$ cat config.mk
export PLATFORM = sky130hd
export DESIGN_NAME = stream_demux
export DESIGN_NICKNAME = d
export VERILOG_FILES = /design/src/rtl/stream_demux.sv
export SDC_FILE = /design/constraint.sdc
export NUM_CORES = 1
export LEC_CHECK = 0
export CAP_MARGIN = 10
export CORE_MARGIN = 2
export CORE_UTILIZATION = 40
export DETAILED_ROUTE_END_ITERATION = 12
export PLACE_DENSITY = 0.8
export SLEW_MARGIN = 15
export SYNTH_ARGS = -nofsm -noshare
export SYNTH_HDL_FRONTEND = slang
export SYNTH_SLANG_ARGS = --single-unit
$ cat constraint.sdc
create_clock -name clk -period 2.1 [get_ports clk]
set_input_delay 0.42 -clock clk [delete_from_list [all_inputs] [get_ports clk]]
set_output_delay 0.42 -clock clk [all_outputs]
set_load 0.02 [all_outputs]
$ cat src/rtl/stream_demux.sv
// stream_demux: registered 1-to-N packet demultiplexer.
// Routes whole packets by first-beat select; bad selects are dropped and counted.
module stream_demux #(
  parameter int DATA_W = 8,
  parameter int N_OUT  = 4,
  parameter int SEL_W  = 2,
  parameter int CNT_W  = 8
) (
  input  logic                    clk,
  input  logic                    rst_n,
  input  logic [DATA_W-1:0]       s_data,
  input  logic                    s_valid,
  input  logic [SEL_W-1:0]        s_sel,
  input  logic                    s_last,
  output logic                    s_ready,
  output logic [N_OUT*DATA_W-1:0] m_data,
  output logic [N_OUT-1:0]        m_valid,
  output logic [N_OUT-1:0]        m_last,
  input  logic [N_OUT-1:0]        m_ready,
  output logic [CNT_W-1:0]        drop_cnt,
  output logic                    busy
);

  typedef enum logic [1:0] {
    IDLE  = 2'd0,
    ROUTE = 2'd1,
    DROP  = 2'd2
  } state_t;

  localparam logic [SEL_W:0] NLIM = (SEL_W+1)'(N_OUT);

  state_t                  state;
  logic [SEL_W-1:0]        cur_sel;
  logic [N_OUT*DATA_W-1:0] data_q;
  logic [N_OUT-1:0]        valid_q;
  logic [N_OUT-1:0]        last_q;
  logic [2**SEL_W-1:0]     free;
  logic                    sel_ok;
  logic                    acc;
  logic                    load;
  logic [SEL_W-1:0]        ld_sel;

  // per-slot availability; selects past N_OUT read as free
  always_comb begin
    free = '1;
    free[N_OUT-1:0] = ~valid_q | m_ready;
  end

  assign sel_ok = {1'b0, s_sel} < NLIM;

  // readiness follows the slot the next beat would land in
  always_comb begin
    s_ready = 1'b0;
    unique case (state)
      IDLE:    s_ready = sel_ok ? free[s_sel] : 1'b1;
      ROUTE:   s_ready = free[cur_sel];
      DROP:    s_ready = 1'b1;
      default: s_ready = 1'b0;
    endcase
  end

  assign acc    = s_valid && s_ready;
  assign ld_sel = (state == IDLE) ? s_sel : cur_sel;
  assign load   = acc && ((state == IDLE && sel_ok) || state == ROUTE);

  // output slots: load wins over drain so a busy slot never bubbles
  always_ff @(posedge clk or negedge rst_n) begin
    if (!rst_n) begin
      valid_q <= '0;
      last_q  <= '0;
      data_q  <= '0;
    end else begin
      for (int k = 0; k < N_OUT; k++) begin
        if (load && ld_sel == SEL_W'(k)) begin
          valid_q[k]                  <= 1'b1;
          last_q[k]                   <= s_last;
          data_q[k*DATA_W +: DATA_W]  <= s_data;
        end else if (m_ready[k]) begin
          valid_q[k] <= 1'b0;
        end
      end
    end
  end

  // packet FSM with drop counter and busy flag
  always_ff @(posedge clk or negedge rst_n) begin
    if (!rst_n) begin
      state    <= IDLE;
      cur_sel  <= '0;
      drop_cnt <= '0;
      busy     <= 1'b0;
    end else begin
      unique case (state)
        IDLE: begin
          if (acc) begin
            if (sel_ok) begin
              cur_sel <= s_sel;
              if (!s_last) begin
                state <= ROUTE;
                busy  <= 1'b1;
              end
            end else begin
              if (drop_cnt != '1)
                drop_cnt <= drop_cnt + CNT_W'(1);
              if (!s_last) begin
                state <= DROP;
                busy  <= 1'b1;
              end
            end
          end
        end
        ROUTE, DROP: begin
          if (acc && s_last) begin
            state <= IDLE;
            busy  <= 1'b0;
          end
        end
        default: begin
          state <= IDLE;
          busy  <= 1'b0;
        end
      endcase
    end
  end

  assign m_data  = data_q;
  assign m_valid = valid_q;
  assign m_last  = last_q;

endmodule

Word-level counts from Yosys, hierarchy flattened
Cells that the tools add are included.
Operators by class
  $lt $le $gt $ge: 2
  equal/unequal tests: 8
  mux-type cells: 22
  bitwise operators: 2
  reduce and logical (&&, ||, !) cells: 17
Operators by type and width (count)
  1-bit 2-to-1 mux: 13
  2-bit 2-to-1 mux: 4
  2-bit nonzero test: 4
  1-bit logical AND: 7
  2-bit == test (second input constant): 3
  2-bit by 3-bit < comparator with 1-bit output (second input constant): 2
  2-bit != test (second input constant): 3
  1-bit binary-select mux with 2-bit select: 2
  2-bit by 1-bit == test with 1-bit output (second input constant): 2
  2-bit logical NOT: 2
  4-bit NOT: 1
  4-bit OR: 1
  2-bit one-hot mux with 2 select lines: 1
  1-bit one-hot mux with 3 select lines: 1
  3-bit AND reduction: 1
  1-bit one-hot mux with 2 select lines: 1
  2-bit AND reduction: 1
  2-bit OR reduction: 1
  1-bit logical OR: 1
Storage, ports and cells
  bits in registers: 45
  input bits: 18
  output and inout port bits: 50
  word-level logic and storage cells: 66

Longest topological paths before layout
Gate-level depths: netlist (run 1).
  depth in word-level cells: 9
  depth in mapped cells: 6
  mapped depth without buffers: 5

Worst setup path after synthesis (run 1)
No wires, ideal clock.
  kind: flip-flop to flip-flop
  start: register valid_q[3] (netlist: m_valid[3])
  end: register data_q[16] (netlist: m_data[16])
  setup time: 125 ps
  data arrival time: 2048 ps
  required time: 1975 ps
  path slack: -73 ps
  stages on the path, launching flop included: 7
  path buffers: 1
  clock period less this slack: 2173 ps
  cell sequence: dfrtp_1 -> nand2b_4 -> mux4_2 -> and3_4 -> buf_6 -> o22ai_4 -> mux2_4
Between the ends
  longest elaborated chain between the ends: 8
  elaborated cells on any way between the ends: 10
  classes of those cells: mux (5); bitwise (2); reduce/logical (3)
RTL lines
  start, declared: line 35  | logic [N_OUT-1:0] valid_q;
  start signal, assigned: line 69  | valid_q <= '0;
  start signal, assigned by index: line 75  | valid_q[k] <= 1'b1;
  start signal, assigned by index: line 79  | valid_q[k] <= 1'b0;
  4-bit NOT *: line 46  | free[N_OUT-1:0] = ~valid_q | m_ready;
  4-bit OR *: line 46
  1-bit binary-select mux with 2-bit select (on tied branches): line 56, 55
  1-bit 2-to-1 mux (on tied branches): line 56, 55
  1-bit one-hot mux with 3 select lines *: line 54  | unique case (state)
  1-bit logical AND *: line 62  | assign acc = s_valid && s_ready;
  1-bit logical AND *: line 64  | assign load = acc && ((state == IDLE && sel_ok) || state == ROUTE);
  1-bit logical AND *: line 74  | if (load && ld_sel == SEL_W'(k)) begin
  end signal, assigned by index: line 77  | data_q[k*DATA_W +: DATA_W] <= s_data;
  end, declared: line 34  | logic [N_OUT*DATA_W-1:0] data_q;
Mark *: on every way between the ends. The rest lies on a longest branch, timed or not. The select of a mux whose other input is x is not followed.
A chain may end at the register's enable or synchronous reset.

Final worst setup path (run 1)
  start: register valid_q[3] (netlist: m_valid[3])
  end: output port s_ready
Between the ends
  longest elaborated chain between the ends: 5
  elaborated cells on any way between the ends: 7
  classes of those cells: mux (5); bitwise (2)
RTL lines
  4-bit NOT *: line 46
  4-bit OR *: line 46
  1-bit binary-select mux with 2-bit select (on tied branches): line 56, 55
  1-bit 2-to-1 mux (on tied branches): line 56, 55
  1-bit one-hot mux with 3 select lines *: line 54
  end, declared: line 15  | output logic s_ready,
Marks and branches as above.

==> out/qor.txt, run 1 <==
Worst min-delay path class: input pin to asynchronous set/reset pin
Die Height: 74.8 µm
Outcome: complete, but fails checks
Internal: 0.00324 W
Vias per inst: 4.69
Clk_skew: 4.29 ps
Inst Count DP: 270
Number of diodes: 0
Die Span X: 74.8 µm
CP Data Arrival Time: 1710 ps
Vias in the first global route: 1437
Drt initial violations: 33
Flop pwr share: 30.7%
Antenna Violating Nets Remaining: 0
Total track usage: 18.3%
Clk sink count: 43
Period utilization: 101%
Hpwl dp: 3230 µm
Sequential area share after synthesis: 53.7%
Clk_lat worst skew: 290 ps
Fin nets: 245
Initial Util: 41.9%
Crit path time final: 2130 ps
CTS tree: done
# H-tree levels: 2
CP Launch Type: flop
CTS clk-pin slew, worst paths: 80 ps
Layout Cells excl Fill: 295
# IOs: 68
WP data required: 1680 ps
CTS max path bufs: 2
Combinational fraction of design power: 58.0%
Max-cap violations: 0
Top-area cell type share of the netlist area: 53.7%
Layout area overhead: 58.8%
Pwr/cell area: 1570 nW/µm²
Synth Flop Type: dfrtp_1
Die ar.: 5590 µm²
Layout cells sized above 1: 43.0%
Final setup fails: 13
Post-synthesis cell type count: 28
CTS Hold Buffers Added: 0
Switching share of power: 35.1%
Worst Reg-to-Reg Cells: 7
Cells after synthesis: 127
Final Hold Viols: 0
#FFs+latches synth: 43
CP Max Fanout: 2
Site Rows: 25
Switch Pwr: 0.00176 W
Unrepaired setup endpoints after global routing: true
Area leader, netlist: dfrtp_1
Root Driver: clkbuf_8
Avg WL per Cell: 16.6 µm
Fmax: 470 MHz
FFs w/ async S/R, synth: 100%
First-pass GRT wire length: 7420 µm
Cell Area, Synth: 2000 µm²
Port buffer count: 59
Clk network pwr share: 11.3%
Failing checks: setup timing
Area contributors post-synth: dfrtp_1 54%, mux2_4 20%, mux2_2 3.9%
Pin count of the biggest net entering global routing: 21
Pleak: 1.52 nW
Routed via count: 1383
Detailed-router iteration count before antenna repair: 4
WS Path Type: flop to primary output
Post-synth EDFFs: 0
Pwr Total: 0.00500 W
Worst VDD drop: 0.917 mV
Initial antenna violation count: 0
Yosys warnings: 0
Remaining DRCs: 0
GPL Wtd Cong: 0.779
Core footprint: 4790 µm²
Most common cell in the synthesized netlist: dfrtp_1
Final WS setup: -28.4 ps
CP Capture Type: primary output
Post-Route WL: 4900 µm
Total gr overflow: 0
Syn Area/Cell: 15.8 µm²
TritonCTS Buffers: 5
Top cells by count, synth: 43 x dfrtp_1, 27 x mux2_4, 8 x buf_4, 7 x mux2_2, 7 x nand2_1
Max-slew violation count: 0
==> critical path: stages, from the launching register on <==
cell and delay, ps:
dfrtp_2 430, buf_4 140, nand3b_1 90, a21boi_2 80
buf_4 130, o41ai_1 320, buf_2 220
==> flip-flops by register name (all words and copies together) (netlist names) <==
signal and cells:
m_last 4, m_valid 4, cur_sel 2, m_data 32, busy 1
==> timing repair <==
item,in CTS,in global routing
buffers inserted,9,5
hold endpoints to repair,0,0
pin swaps,4,6
setup endpoints to repair,40,37
cloned,2,1
gates resized for setup,19,13
==> cell families after synthesis <==
family	after synthesis	synth area share [%]
AND/OR/NAND/NOR	24	8.37
other	1	0.187
multiplexers	39	27.5
flip-flops	43	53.7
buffers and inverters	11	3.93
AO/OA/AOI/OAI	9	6.25
==> final cells by class <==
type	instances	area, µm²
fill	353	1610
sequential	43	1080
timing repair buffer	95	977
multi-input combinational	80	935
clock buffer	8	100
tap	67	83.8
inverter	2	7.51
==> placed cells by master, fill, tap and decap left out, drive strengths merged <==
cell type / netlist / final
clkdlybuf4s50: 0 / 51
dfrtp: 43 / 43
mux2: 38 / 38
buf: 9 / 36
clkbuf: 0 / 10
conb: 1 / 8
nand2: 7 / 7
nand2b: 5 / 5
nor3: 4 / 4
clkdlybuf4s15: 0 / 4
o22ai: 3 / 3
nor3b: 2 / 2
dlygate4sd2: 0 / 2
inv: 2 / 2
and3: 2 / 2
o21ai: 2 / 2
nand3b: 1 / 1
or3b: 1 / 1
a21boi: 1 / 1
a311oi: 1 / 1
mux4: 1 / 1
o41ai: 1 / 1
nor4: 1 / 1
nand3: 1 / 1
a32oi: 1 / 1
==> per-stage QoR <==
| step | hold WS (ps) | setup slack, ps | TNS, ps | area (µm²) | utilization, % |
|---|---|---|---|---|---|
| final | 67.0 | -28.4 | -179 | 3180 | 66.5 |
| after global routing | 93.7 | -95.4 | -1890 | 3180 | 66.5 |
| after CTS | 70.3 | -47.1 | -531 | 3070 | 64.1 |
| after detailed placement | 395 | -550 | -21610 | 2830 | 59.1 |
| after global placement | 397 | -527 | -20530 | 2830 | 59.1 |
| after floorplan | 124 | -62.5 | -1300 | 2040 | - |
==> worst paths after layout <==
kind / start / endpoint / slack, ps
max in group asynchronous: rst_n / m_valid[3] / 1490
min reg2reg: m_data[15] / m_data[15] / 510
max: m_valid[3] / s_ready / -30
min in group clk: m_data[15] / m_data[15] / 510
min: rst_n / m_data[20] / 70
max reg2reg: m_valid[3] / m_data[28] / -20
==> layer usage <==
metal | track usage [%] | routed length [µm]
met5 | 0 | 0
met4 | 5.56 | 63
met3 | 6.16 | 292
met2 | 29.5 | 2390
met1 | 23.5 | 2150
==> power groups by stage <==
stage	sequential (W)	clock, W	combinational, W
floorplan	0.00200	0	0.000927
global placement	0.00152	0	0.00257
detailed placement	0.00152	0	0.00261
CTS	0.00153	0.000581	0.00276
global route	0.00158	0.000616	0.00304
finish	0.00154	0.000566	0.00290
(Power assumes the default switching activity.)
==> run 2, diff against run 1 <==
--- a/config.mk
+++ b/config.mk
@@ -6,10 +6,13 @@
 export NUM_CORES = 1
 export LEC_CHECK = 0
 export CAP_MARGIN = 10
+export CELL_PAD_IN_SITES_DETAIL_PLACEMENT = 1
+export CELL_PAD_IN_SITES_GLOBAL_PLACEMENT = 1
 export CORE_MARGIN = 2
-export CORE_UTILIZATION = 40
+export CORE_UTILIZATION = 33
 export DETAILED_ROUTE_END_ITERATION = 12
-export PLACE_DENSITY = 0.8
+export MAX_ROUTING_LAYER = met4
+export PLACE_DENSITY = 0.81
 export SLEW_MARGIN = 15
 export SYNTH_ARGS = -nofsm -noshare
 export SYNTH_HDL_FRONTEND = slang
==> run 2 against run 1 <==
The flow now finishes without violations. Fmax is 2.1% higher. First-iteration DRC count grew 73%. Routed wire length grew 6.6%. Worst setup slack improved by 43 ps. Clock skew increased by 2.3 ps. Sequential cell count unchanged. Critical endpoint is now m_data[26]. Sequential power is essentially flat.
==> out/qor.txt, run 2 (synthesis gave the netlist of run 1 again) <==
Outcome: finished, final reports clean
Detailed-router iteration count before antenna repair: 4
Pleak: 1.48 nW
# IOs: 68
WS Path Type: input pin to flop
Die ar.: 6710 µm²
Number of diodes: 0
CTS Hold Buffers Added: 0
Remaining DRCs: 0
Vias in the first global route: 1570
Crit path time final: 2090 ps
Layout cells sized above 1: 42.3%
Final Hold Viols: 0
CP Data Arrival Time: 2270 ps
WP data required: 2280 ps
Max-cap violations: 0
Pin count of the biggest net entering global routing: 27
Slew headroom: 62.7%
Vias per inst: 4.62
First-pass GRT wire length: 8400 µm
Total track usage: 17.4%
Crit-path cells: clkdlybuf4s15_1 -> nand2b_4 -> mux4_2 -> and3_4 -> o21ai_4 -> buf_6 -> buf_16 -> mux2_4
Most frequent cells in the layout: 51 x clkdlybuf4s50_1, 42 x dfrtp_1, 36 x mux2_4
Antenna Violating Nets Remaining: 0
TritonCTS Buffers: 5
Worst VDD drop: 0.777 mV
Final setup fails: 0
CP Max Fanout: 4
Fmax: 480 MHz
Register area: 1080 µm²
Initial Util: 34.0%
Total gr overflow: 0
Routed via count: 1373
Post-Route WL: 5220 µm
Clk sink count: 43
Clk_lat worst skew: 300 ps
GPL Wtd Cong: 0.800
Port buffer count: 59
Die Span X: 81.9 µm
Site Rows: 28
Die Height: 81.9 µm
Max FFs per register: 32
Crit-path slowest cell: mux4_2
Clk_skew: 6.55 ps
Hpwl dp: 3690 µm
# H-tree levels: 2
Worst path max stage delay: 490 ps
CTS max path bufs: 2
Worst min-delay path class: input pin to asynchronous set/reset pin
Avg WL per Cell: 17.6 µm
Total Neg Setup Slack: 0 ps
Core footprint: 5890 µm²
CTS tree: done
Final WS setup: 14.7 ps
Layout area overhead: 55.3%
Commonest non-fill, non-tap cell in the layout: clkdlybuf4s50_1
Multi-input logic area: 928 µm²
Period utilization: 99.3%
Initial antenna violation count: 0
Drt initial violations: 57
Root Driver: clkbuf_8
Layout fillers: 605
CTS clk-pin slew, worst paths: 80 ps
Pre-CTS setup slack: -582 ps
Fin nets: 239
Unrepaired setup endpoints after global routing: true
Worst reg2reg setup slack: 20 ps
Pwr/cell area: 1610 nW/µm²
CP Capture Type: flop
Max-slew violation count: 0
CP Launch Type: input pin
Worst slew pin tran: 559 ps
[run 2: power breakdown]
part	leakage (nW)	total (W)	internal [W]	switching, W
combinational	0.900	0.00280	0.00161	0.00119
sequential	0.515	0.00154	0.00125	0.000291
clock	0.0618	0.000684	0.000391	0.000292
total	1.48	0.00502	0.00325	0.00178
[run 2: timing repair]
item / CTS / global route
endpoints found under the setup margin: 39 / 30
resized for setup: 27 / 4
setup buffers: 6 / 1
pin swaps: 4 / 2
gates cloned: 1 / 0
[run 2: through the flow]
step / power (W) / cell area [µm²] / hold slack, ps / instances / util (%)
after floorplan: 0.00293 / 2040 / 124 / 134 / -
after global placement: 0.00409 / 2840 / 460 / 282 / 48.3
after detailed placement: 0.00416 / 2840 / 459 / 282 / 48.3
after CTS: 0.00507 / 3100 / 127 / 297 / 52.6
after global routing: 0.00529 / 3110 / 149 / 297 / 52.9
final: 0.00502 / 3110 / 109 / 297 / 52.9
[run 2: worst max-delay path: cells and delay by family]
kind	cells	cell delay, ps
mux	2	780
buf+inv	3	450
compound gates	1	190
simple gates	2	410
[run 2: final timing paths]
kind / startpoint / to / depth (start not counted)
setup reg to reg: m_valid[2] / m_data[26] / 8
hold / removal: rst_n / m_data[6] / 1
max in group asynchronous: rst_n / m_data[22] / 2
hold reg to reg: m_data[14] / m_data[14] / 1
setup / recovery: m_ready[3] / m_data[26] / 8
min in group clk: m_data[14] / m_data[14] / 1
[run 2: layer usage]
layer / GRT usage [%] / share of wire (%) / vias up
li1: - / - / 624
met1: 21.9 / 44 / 698
met2: 28.7 / 51 / 43
met3: 3.63 / 3.7 / 8
met4: 4.50 / 1.1 / 0
met5: - / 0 / -
[run 2: layout make-up]
cell class                      count  area share, %
Inverter                            2          0.241
Clock inverter                      2           1.25
Timing Repair Buffer               89           28.4
Clock buffer                        6           2.65
Sequential cell                    43           34.6
Multi-Input combinational cell     80           29.8
Tap cell                           75           3.02
==> patch 1: new RTL, config.mk and constraints of run 2 <==
Re-encode `state_t` (3 states) as one-hot, 3 bits wide.
--- a/src/rtl/stream_demux.sv
+++ b/src/rtl/stream_demux.sv
@@ -21,10 +21,10 @@
   output logic                    busy
 );
 
-  typedef enum logic [1:0] {
-    IDLE  = 2'd0,
-    ROUTE = 2'd1,
-    DROP  = 2'd2
+  typedef enum logic [2:0] {
+    IDLE  = 3'b001,
+    ROUTE = 3'b010,
+    DROP  = 3'b100
   } state_t;
 
   localparam logic [SEL_W:0] NLIM = (SEL_W+1)'(N_OUT);
Check against the original RTL: same outputs for any inputs over 10 cycles, from zero or initial values and one cycle with rst_n low; not proved beyond that.
==> patch 1 against run 2 <==
The run now ends with negative setup slack left; wire length grew 37%; largest cell class is now multi-input combinational cells; combinational power grew 21%; cell area grew 18%; core utilization grew 5.1 points; via count grew 26%; synthesized area grew 7.9%; worst setup slack lost 230 ps; highest routed layer unchanged; power grew 12%; sequential cell count grew 1.
==> patch 1: results (changes against run 2) <==
* First-pass GRT wire length at 10.3 mm (+22%)
* Tot GR Track Use at 19.1% (+1.6 points)
* CP max FO at 3 (-1)
* Final WS setup at -211 ps (-226 ps)
* Largest cells by area after synthesis: dfrtp_1, mux2_4, mux2_2
* Vias in the first global route at 1878 (+20%)
* Max_slew headroom at 59.9% (-2.8 points)
* Layout cells sized above 1 at 53.0% (+11 points)
* DRT Wirelength at 7.13 mm (+37%)
* Fraction of the mapped netlist area in compound gates at 6.89% (+0.64 points)
* Clk_skew at 9.29 ps (+2.75 ps)
* Largest net degree at the start of global routing at 25 (-7.4%)
* Outcome: complete, but fails checks
* Final Hold Slack at 131 ps (+22.3 ps)
* Max FFs per register at 32 (unchanged)
* Sequential element share of the synthesized area at 51.0% (-2.7 points)
* Power Clock at 0.689 mW (+0.7%)
* First-pass DRT Iterations at 4 (unchanged)
* Vias per cell at 5.08 (+9.9%)
* Placed Area at 3090 sq um (+8.6%)
* Sequential power share at 27.8% (-2.8 points)
* GPL Wtd Cong at 0.811 (+1.3%)
* Root buf cell: clkbuf_8
* Nets at 283 (+18%)
* Worst slack, placed at -799 ps (-217 ps)
* Failing checks: negative setup slack
* Dpl cells at 310 (+9.9%)
* Yosys cell types at 40 (+43%)
* Sw frac at 36.7% (+1.4 points)
* Max VDD drop at 0.789 mV (+1.6%)
* Arr. time, crit path at 2490 ps (+220 ps)
* Worst Setup EP: m_data[14]
* Setup TNS at -5570 ps (-5570 ps)
* Crit path launch: m_valid[2]
* Setup violations, final at 39 (+39)
* Post-synthesis mux area share at 27.2% (-0.35 points)
* Static Leak at 1.67 nW (+13%)
* Worst R2R Path Depth at 6 (-2)
* CTS Buf Count at 5 (unchanged)
* Cell Pwr Density at 1530 nW/um^2 (-5.0%)
* Post-synth top cells: dfrtp_1, mux2_2, mux2_4
* DR iter-0 viols at 53 (-7.0%)
* Post-Synth Adder-Cell Area at 1.16% (+1.2 points)
* Clk buf depth at 2 (unchanged)
* Via count at 1732 (+26%)
* Mapped Cells at 146 (+15%)
* DP HPWL at 4.18 mm (+13%)
* Fill cells at 627 (+3.6%)
-- patch 1: final cells by class --
class / count / area (sq um) / area share (%)
repair buffers: 112 / 1070 / 29.1
well taps: 77 / 96.3 / 2.62
flip-flops and latches: 44 / 1110 / 30.1
multi-input cells: 98 / 1270 / 34.6
clock inverters: 2 / 38.8 / 1.05
clock buffers: 6 / 82.6 / 2.24
inverters: 2 / 10.0 / 0.272
-- patch 1: routing by layer --
metal	global-route usage, %	up-vias	routed length, um
li1	-	765	-
met1	24.6	908	3060
met5	-	-	0
met3	3.70	8	253
met2	31.8	51	3740
met4	3.17	0	72
-- patch 1: critical path: stages (launching register included) --
cell	delay [ps]
dfrtp_2	430
and2b_2	190
mux4_2	490
or4_4	480
o311ai_4	130
buf_6	180
mux2_4	290
-- patch 1: timing repair --
action	CTS	global route
pin swaps	8	3
cloned	2	1
resized for setup	32	37
setup endpoints to repair	39	40
setup buffers	10	10
==> patch 2: new RTL, flow settings as in run 2 <==
Without the edit above. The parameter `DATA_W` goes from 8 to 7.
--- a/src/rtl/stream_demux.sv
+++ b/src/rtl/stream_demux.sv
@@ -1,7 +1,7 @@
 // stream_demux: registered 1-to-N packet demultiplexer.
 // Routes whole packets by first-beat select; bad selects are dropped and counted.
 module stream_demux #(
-  parameter int DATA_W = 8,
+  parameter int DATA_W = 7,
   parameter int N_OUT  = 4,
   parameter int SEL_W  = 2,
   parameter int CNT_W  = 8
Ports: changed (resized m_data and s_data); port bits go from 68 to 63. The function was not compared with the original's and may differ.
==> patch 2 against run 2 <==
Worst setup slack got worse by 42 ps; global-route usage up 1.0 points; synthesized area is 13% lower; worst hold slack improved by 130 ps; wire length down 1.1%; core utilization grew 1.7 points; combinational power shrank 4%; the run now ends with negative setup slack left; fmax shrank 2.0%; first-iteration DRC count down 7.0%; power fell by 7.6%; cell count down 4.0%; sequential cell count is 4 lower; cell area fell by 10%.
==> patch 2: results (changes against run 2) <==
* Worst r2r src: m_valid[3]
* Outcome: complete, but fails checks
* Yosys cell types at 30 (+7.1%)
* Vias in the first global route at 1538 (-2.0%)
* Tot GR Track Use at 18.4% (+1.0 points)
* CP max FO at 2 (-2)
* Wire per inst at 18.1 um (+3.1%)
* Worst Tran Pin Value at 877 ps (+317 ps)
* Final WS setup at -27.2 ps (-42.0 ps)
* Failing checks: negative setup slack
* Setup violations, final at 1 (+1)
* Nets at 231 (-3.3%)
* Largest cells by area after synthesis: dfrtp_1, mux2_2, a21oi_4
* Via count at 1347 (-1.9%)
* GPL Wtd Cong at 0.871 (+8.9%)
* Input/output buffers at 54 (-8.5%)
* Worst R2R Path Depth at 7 (-1)
* Flop2flop setup slack at 0 ps (-20 ps)
* Placed Area at 2530 sq um (-11%)
* Static Leak at 1.25 nW (-15%)
* Setup TNS at -27.2 ps (-27.2 ps)
* DR iter-0 viols at 53 (-7.0%)
* Sequential element share of the synthesized area at 56.1% (+2.4 points)
* Max VDD drop at 0.800 mV (+3.0%)
* DP HPWL at 3.59 mm (-2.6%)
* FF-to-FF End: m_data[23]
* First-pass GRT wire length at 8.08 mm (-3.9%)
[patch 2: cell count changes after synthesis, moves of 3 or more]
cell	run 2	this run
a21o_1	0	4
a31oi_1	0	4
nand2_1	7	1
o22ai_4	3	0
mux2_2	7	30
mux2_4	27	0
nand2b_1	3	0
dfrtp_1	43	39
inv_1	1	6
a21oi_4	0	4
[patch 2: timing repair]
action | 4_1_cts | 5_1_grt
gates resized for setup | 21 | 22
buffers inserted | 3 | 4
pin swaps | 5 | 8
setup endpoints to repair | 37 | 31
[patch 2: where the power goes]
group,internal [mW],switching (mW),total (mW)
logic,1.48,1.22,2.70
registers,1.13,0.253,1.38
clock network,0.300,0.263,0.562
total,2.91,1.74,4.64
[patch 2: per-stage QoR]
step | cells | hold slack, ps | power, mW | worst slack (ps) | utilization, %
floorplan | 130 | 124 | 2.53 | 93.3 | -
global placement | 271 | 470 | 3.68 | -637 | 49.5
detailed placement | 271 | 480 | 3.80 | -637 | 49.5
CTS | 282 | 263 | 4.46 | 28.2 | 52.5
global route | 285 | 310 | 4.89 | -80.9 | 54.6
finish | 285 | 242 | 4.64 | -27.2 | 54.6
[patch 2: how the worst max path moves through the flow]
stage | slack (ps) | from | endpoint
final | -30 | cur_sel[0] | s_ready
after global routing | -80 | m_valid[3] | m_data[21]
after CTS | 30 | m_valid[3] | m_data[18]
after detailed placement | -640 | m_ready[2] | s_ready
after global placement | -640 | m_ready[2] | s_ready
after floorplan | 90 | s_sel[0] | m_data[0]
[patch 2: cells by family after synthesis]
logic type	share of synthesized area, %
simple gates	6.40
flops	56.1
mux	21.4
buf+inv	5.61
other cells	0.215
compound gates	10.4
[patch 2: critical path, stage by stage, from the launching register on]
cell,delay (ps)
dfrtp_1,410
or3b_4,390
a21o_1,210
a32o_2,270
buf_6,130
[patch 2: area by class of cell]
| type | count | share of cell area (%) |
|---|---|---|
| Inverter | 7 | 0.943 |
| Multi-Input combinational cell | 75 | 28.6 |
| Tap cell | 70 | 3.14 |
| Clock buffer | 8 | 3.59 |
| Sequential cell | 39 | 35.0 |
| Timing Repair Buffer | 86 | 28.7 |
[patch 2: per-layer routing]
| metal | track usage [%] | wire length (um) | vias up |
|---|---|---|---|
| met4 | 4.73 | 45 | 0 |
| met1 | 20.4 | 2040 | 686 |
| li1 | - | - | 611 |
| met2 | 31.5 | 2700 | 46 |
| met3 | 6.75 | 368 | 4 |
| met5 | - | 0 | - |
